==> config.mk <==
export PLATFORM = sky130hd
export DESIGN_NAME = fwd_hazard_ctrl
export DESIGN_NICKNAME = d
export VERILOG_FILES = /design/src/rtl/fwd_hazard_ctrl.sv
export SDC_FILE = /design/constraint.sdc
export NUM_CORES = 1
export LEC_CHECK = 0
export ABC_AREA = 1
export CAP_MARGIN = 30
export CORE_ASPECT_RATIO = 0.75
export CORE_UTILIZATION = 40
export CTS_BUF_LIST = sky130_fd_sc_hd__clkbuf_8
export CTS_CLUSTER_SIZE = 20
export DETAILED_ROUTE_END_ITERATION = 10
export DONT_BUFFER_PORTS = 1
export GPL_ROUTABILITY_DRIVEN = 0
export HOLD_SLACK_MARGIN = 0.15
export PLACE_DENSITY_LB_ADDON = 0.15
export SLEW_MARGIN = 20
export SYNTH_ARGS = -nofsm -noshare
export SYNTH_HDL_FRONTEND = slang
export SYNTH_SLANG_ARGS = --single-unit
==> constraint.sdc <==
create_clock -name clk_i -period 1.6 [get_ports clk_i]
set_input_delay 0.24 -clock clk_i [delete_from_list [all_inputs] [get_ports clk_i]]
set_output_delay 0.24 -clock clk_i [all_outputs]
set_load 0.01 [all_outputs]
==> src/rtl/fwd_hazard_ctrl.sv <==
// EX-stage operand forwarding, load-use stall and taken-branch flush control
// for a 5-stage pipeline. Tracks its own shadow EX/MEM/WB destination info.
module fwd_hazard_ctrl #(
    parameter int unsigned REG_AW       = 5,
    parameter int unsigned FLUSH_CYCLES = 1
) (
    input  logic              clk_i,
    input  logic              rst_i,
    input  logic              id_valid_i,
    input  logic [REG_AW-1:0] id_rs_i,
    input  logic [REG_AW-1:0] id_rt_i,
    input  logic              id_uses_rt_i,
    input  logic [REG_AW-1:0] id_rd_i,
    input  logic              id_regwrite_i,
    input  logic              id_memread_i,
    input  logic              branch_taken_i,
    output logic [1:0]        forward_a_o,
    output logic [1:0]        forward_b_o,
    output logic              pc_write_o,
    output logic              ifid_write_o,
    output logic              bubble_o,
    output logic              flush_o
);

    localparam int unsigned CNT_W = 2;
    localparam logic [CNT_W-1:0] FLUSH_LOAD = CNT_W'(FLUSH_CYCLES - 1);
    localparam bit FLUSH_MULTI = (FLUSH_CYCLES > 1);

    localparam logic [1:0] SEL_IDEX  = 2'b00;
    localparam logic [1:0] SEL_MEMWB = 2'b01;
    localparam logic [1:0] SEL_EXMEM = 2'b10;

    typedef struct packed {
        logic [REG_AW-1:0] rs;
        logic [REG_AW-1:0] rt;
        logic [REG_AW-1:0] rd;
        logic              regwrite;
        logic              memread;
    } slot_t;

    typedef enum logic [1:0] {
        RUN   = 2'd0,
        STALL = 2'd1,
        FLUSH = 2'd2
    } state_t;

    state_t           state_q, state_d;
    logic [CNT_W-1:0] cnt_q, cnt_d;
    slot_t            ex_q, mem_q, wb_q, ex_d;
    logic             load_use_c;

    // A slot can supply a source operand only if it really writes a nonzero register.
    function automatic logic fwd_match(input slot_t s, input logic [REG_AW-1:0] src);
        return s.regwrite && (s.rd != '0) && (s.rd == src);
    endfunction

    // Shadow pipeline slots and FSM state.
    always_ff @(posedge clk_i or negedge rst_i) begin
        if (!rst_i) begin
            ex_q    <= '0;
            mem_q   <= '0;
            wb_q    <= '0;
            state_q <= RUN;
            cnt_q   <= '0;
        end else begin
            ex_q    <= ex_d;
            mem_q   <= ex_q;
            wb_q    <= mem_q;
            state_q <= state_d;
            cnt_q   <= cnt_d;
        end
    end

    // Operand mux selects; the newer producer (EX/MEM) wins a double match.
    always_comb begin
        forward_a_o = SEL_IDEX;
        forward_b_o = SEL_IDEX;
        if (rst_i) begin
            if (fwd_match(mem_q, ex_q.rs))      forward_a_o = SEL_EXMEM;
            else if (fwd_match(wb_q, ex_q.rs))  forward_a_o = SEL_MEMWB;
            if (fwd_match(mem_q, ex_q.rt))      forward_b_o = SEL_EXMEM;
            else if (fwd_match(wb_q, ex_q.rt))  forward_b_o = SEL_MEMWB;
        end
    end

    // Load in EX whose destination is read by the instruction sitting in ID.
    always_comb begin
        load_use_c = ex_q.memread && (ex_q.rd != '0) && id_valid_i &&
                     ((ex_q.rd == id_rs_i) || (id_uses_rt_i && (ex_q.rd == id_rt_i)));
    end

    // Next-state and pipeline control; branch beats load-use, reset forces idle controls.
    always_comb begin
        state_d      = state_q;
        cnt_d        = cnt_q;
        pc_write_o   = 1'b1;
        ifid_write_o = 1'b1;
        bubble_o     = 1'b0;
        flush_o      = 1'b0;
        case (state_q)
            RUN, STALL: begin
                if (branch_taken_i) begin
                    flush_o  = 1'b1;
                    bubble_o = 1'b1;
                    cnt_d    = FLUSH_LOAD;
                    state_d  = FLUSH_MULTI ? FLUSH : RUN;
                end else if ((state_q == RUN) && load_use_c) begin
                    pc_write_o   = 1'b0;
                    ifid_write_o = 1'b0;
                    bubble_o     = 1'b1;
                    state_d      = STALL;
                end else begin
                    state_d = RUN;
                end
            end
            FLUSH: begin
                if (cnt_q != '0) begin
                    flush_o  = 1'b1;
                    bubble_o = 1'b1;
                    cnt_d    = cnt_q - CNT_W'(1);
                    state_d  = (cnt_q == CNT_W'(1)) ? RUN : FLUSH;
                end else begin
                    state_d = RUN;
                end
            end
            default: begin
                state_d = RUN;
                cnt_d   = '0;
            end
        endcase
        if (!rst_i) begin
            pc_write_o   = 1'b1;
            ifid_write_o = 1'b1;
            bubble_o     = 1'b0;
            flush_o      = 1'b0;
        end
    end

    // EX slot capture: the ID instruction when it advances, otherwise a bubble.
    always_comb begin
        ex_d = '0;
        if (!bubble_o) begin
            ex_d.rs       = id_rs_i;
            ex_d.rt       = id_rt_i;
            ex_d.rd       = id_rd_i;
            ex_d.regwrite = id_regwrite_i & id_valid_i;
            ex_d.memread  = id_memread_i & id_valid_i;
        end
    end

endmodule

; After elaboration in Yosys (flattened, before gate mapping)
; Index checks and enable logic that the tools add are counted.
[classes]
n_reduce_logical = 19
mux = 27
addsub = 1
n_eq_ne = 11
bitwise_logic = 2
[op_table]
columns = operator, n
row1 = $eq A5 B5 Y1, 6
row2 = $mux W17, 1
row3 = $mux W2, 8
row4 = $reduce_bool A5 Y1, 3
row5 = $mux W1, 14
row6 = $logic_and A1 B1 Y1, 11
row7 = $pmux W2 S2, 2
row8 = $eq A2 B1 Y1 const B, 2
row9 = $ne A2 B2 Y1 const B, 2
row10 = $pmux W1 S2, 2
row11 = $and A1 B1 Y1, 2
row12 = $eq A2 B2 Y1 const B, 1
row13 = $logic_not A2 Y1, 1
row14 = $reduce_and A2 Y1, 1
row15 = $reduce_bool A2 Y1, 1
row16 = $reduce_or A2 Y1, 1
row17 = $sub A2 B1 Y2 const B, 1
row18 = $logic_or A1 B1 Y1, 1
[word_totals]
regBits = 33

; Longest topological paths before layout
[depth]
depth_word = 10
mapped_depth = 10

; Worst setup path after synthesis
; No wires, ideal clock.
[synth_path]
path_type = register -> output
start = reg mem_q[4] (netlist bit)
end = out forward_a_o[0]
t_arrival_ps = 1203
path_slack_ps = 157
path_buffers = 0
stages_incl_launch_ff = 6
required_time_ps = 1360
cell_sequence = dfrtp_1 -> nor2_1 -> nand2_1 -> o21ai_0 -> nor3_1 -> nor3_1
[synth_via]
elab_chain_cells = 5
[synth_rtl]
columns = item, line_no
row1 = from (decl), 49  ; slot_t ex_q, mem_q, wb_q, ex_d;
row2 = from (signal assigned), 67  ; mem_q <= ex_q;
row3 = $reduce_bool A5 Y1, 54  ; return s.regwrite && (s.rd != '0) && (s.rd == src);
row4 = $logic_and A1 B1 Y1, 54
row5 = $logic_and A1 B1 Y1 (*), 54
row6 = $mux W2 (*), 79  ; if (fwd_match(mem_q, ex_q.rs)) forward_a_o = SEL_EXMEM;
row7 = $mux W2 (*), 78  ; if (rst_i) begin
row8 = to (decl), 17  ; output logic [1:0] forward_a_o,
; Every way passes the cells marked *; elsewhere a longest branch is shown, timed or not.

; Final worst setup path
[layout_path]
start = reg ex_q[16] (netlist bit)
end = out forward_a_o[0]
[layout_via]
elab_chain_cells = 5
[layout_rtl]
columns = item, line_no
row1 = from (decl), 49
row2 = from (signal assigned), 60  ; ex_q <= '0;
row3 = from (signal assigned), 66  ; ex_q <= ex_d;
row4 = $eq A5 B5 Y1, 54
row5 = $logic_and A1 B1 Y1, 54
row6 = $mux W1, 80  ; else if (fwd_match(wb_q, ex_q.rs)) forward_a_o = SEL_MEMWB;
row7 = $mux W2 (*), 79
row8 = $mux W2 (*), 78
; Marks and branches as above.

==> key figures <==
Clock tree
  – Number of CTS-inserted buffers: 5
  – # H-tree levels: 2
  – CTS clk-pin slew, worst paths: 0.07 ns
  – Skew-Pair Late Insertion Delay: 0.29 ns
  – Clk buf depth: 2
  – Clock tree root buffer cell: clkbuf_8
  – Clock sinks: 33
  – CTS tree: built

Timing
  – Skew final: 0.00580 ns
  – Post-route minimum period: 1.77 ns
  – Setup Viol. Count Final: 7
  – Crit share post-route: 111%
  – Slew HR: 74.9%
  – Hold Vio Cnt, Final: 0
  – Post-route setup slack: -0.172 ns
  – Max Transition Viols Final: 0
  – Setup_tns: -0.772 ns
  – Unrepaired setup endpoints after global routing: yes
  – Slew @ Worst Pin: 0.376 ns
  – FMAX: 564 MHz
  – Final Hold Slack: 0.315 ns

Detailed routing
  – Vias: 1336
  – Initial DRT Pass Iterations: 4
  – Detailed-route DRC error count: 0
  – DRT antenna net count: 0
  – Routed len/inst: 13.3 um
  – Iter 0 DRT Violations: 80
  – Drt total wl: 3690 um
  – Vias per std cell: 4.81

Floorplanning
  – Chip Width: 76.5 um
  – DIE AREA: 4420 um2
  – Num rows: 19
  – Starting Density: 43.4%
  – Die Y: 57.8 um
  – Core Box Area: 3830 um2
  – I/O pins: 30

Power and ir drop
  – PD cells: 930 nW/um2
  – Lkg Pwr: 1.10 nW
  – Max VDD drop: 0.000588 V

Setup path
  – Critical path origin: ex_q[16]
  – Reg2reg end: ex_q[10]
  – Crit path max fanout: 2
  – WP data required: 1.36 ns
  – Slowest stage cell, crit path: dfrtp_1
  – CP peak stage delay: 0.42 ns
  – Crit end category: primary output
  – Reg2reg start: ex_q[2]
  – Crit start category: flip-flop
  – CP Data Arrival Time: 1.53 ns
  – Worst Reg2Reg Path Length in Cells: 9
  – Cell repeated most along the worst path: nor3_2
  – CP endpoint: forward_a_o[0]
  – Worst path cell trace: xor2_2, nor3_2, nand3_1, nor3_2, buf_4
  – Reg2reg setup slack: 0.11 ns
  – Critical path type: flip-flop to primary output

Layout
  – Register area: 828 um2
  – Area Growth Syn to Fin: 40.0%
  – Multi-input gate area: 845 um2
  – Nets: 249
  – Utilization after layout: 60.8%
  – Layout cell share with drive strength beyond 1: 31.4%
  – Filler instances: 315
  – Antenna cells: 0

Synthesis
  – Cell taking the most area after synthesis: dfrtp_1
  – EDFF count, synth: 0
  – Avg Synthesized Cell Area: 8.89 um2
  – Post-Syn Area: 1660 um2
  – Yosys top cell area share: 49.7%
  – Prevailing post-synth register cell: dfrtp_1
  – Synth Net Count: 211
  – Seq cells post-synth: 33
  – Post-Syn Instances: 187
  – Top cells by count, synth: dfrtp_1 (33), nand2_1 (33), inv_1 (29)
  – Asr flop ratio synth: 100%
  – Synth top area cells: dfrtp_1 (50%), nand2_1 (7.4%), inv_1 (6.5%), xnor2_1 (6.3%), a21oi_2 (4.7%)
  – Yosys Warn Count: 0
  – Register area share after synthesis: 49.7%
  – Count of different cell masters after synthesis: 25

Global routing
  – Initial antenna violation count: 0
  – Pin count of the biggest net entering global routing: 51
  – Vias in the first global route: 1349
  – GRT overflow: 0
  – First-pass GRT wire length: 6110 um
  – GR Util All Layers: 18.6%

Hold path
  – Type of the most critical hold path: input pin to flip-flop
  – Worst hold path depth: 3

Placement
  – DP HPWL: 2410 um
  – Number of port buffers: 0
  – Pre-CTS WS: 0.0839 ns

Run
  – Max Cap Viol: 0

Outcome
  – Status: complete, but fails checks
  – Violated checks: setup timing
repair_timing:
item,in CTS,in global routing
gates resized for setup,27,18
pin swaps,11,13
setup endpoints to repair,8,24
setup buffers,7,2
cloned,0,1
hold endpoints to repair,51,1
hold buffers,20,1
how the worst min path moves through the flow:
stage | start | slack [ns] | endpoint
CTS | branch_taken_i | 0.12 | state_q[0]
global route | branch_taken_i | 0.33 | cnt_q[1]
floorplan | rst_i | -0.06 | cnt_q[0]
global placement | rst_i | -0.05 | wb_q[1]
finish | branch_taken_i | 0.32 | cnt_q[1]
detailed placement | rst_i | -0.05 | wb_q[1]
logic make-up after synthesis:
family          after synthesis  share of synthesized area, %
simple gates                 68                          18.0
buf+inv                      37                          9.63
flops                        33                          49.7
compound gates               29                          11.7
xor+xnor                     18                          9.48
fa+ha+maj                     2                          1.50
metal layers:
layer | up-vias | GRT usage, % | share of wire [%]
li1 | 664 | - | -
met1 | 633 | 24.5 | 46
met2 | 29 | 28.6 | 46
met3 | 10 | 5.35 | 4.9
met4 | 0 | 9.07 | 2.3
met5 | - | 0 | 0
critical path, delay by kind of cell, from the launching register on:
kind                      cells  cell delay, ns
and+or+nand+nor               3            0.49
xor gates and xnor gates      1            0.20
DFF                           1            0.42
buffers and inverters         1            0.14
metrics by stage:
step | cells | total power, mW | area (um2)
floorplan | 187 | 1.09 | 1660
global placement | 239 | 1.12 | 1720
detailed placement | 239 | 1.12 | 1720
CTS | 274 | 2.15 | 2220
global route | 278 | 2.26 | 2330
finish | 278 | 2.16 | 2330
registers in the layout, indices dropped and copies added (netlist names):
register / cells
ex_q: 17
mem_q: 6
wb_q: 6
cnt_q: 2
state_q: 2
power breakdown:
group	switching [mW]	internal [mW]	leakage [nW]	total [mW]
registers	0.0520	0.881	0.414	0.933
logic	0.158	0.147	0.616	0.305
clock network	0.308	0.619	0.0681	0.927
final cells by class:
| type | count | share of cell area (%) |
|---|---|---|
| inverters | 33 | 5.43 |
| multi-input cells | 118 | 36.3 |
| repair buffers | 34 | 14.1 |
| well taps | 52 | 2.80 |
| clock buffers | 5 | 2.96 |
| clock inverters | 3 | 2.80 |
| flip-flops and latches | 33 | 35.6 |
cell usage in the layout (no fill, tap or decap), types with 2 or more instances in the layout:
cell and instances:
nor2_2 4, o21ai_0 2, dfrtp_2 2, inv_1 23
nand3_1 5, a21oi_2 9, bufinv_16 2, a21oi_4 3
nand2_1 29, dlygate4sd3_1 20, clkbuf_8 5, o21ai_2 2
inv_2 9, nor3_2 3, o22ai_1 2, nand2_8 2
xnor2_1 11, nand4_1 5, buf_4 12, a21oi_1 9
nor2_1 9, nor2_4 3, xor2_1 5, dfrtp_1 31
nand2_2 5
No activity file was read; power rests on OpenSTA's default activity.
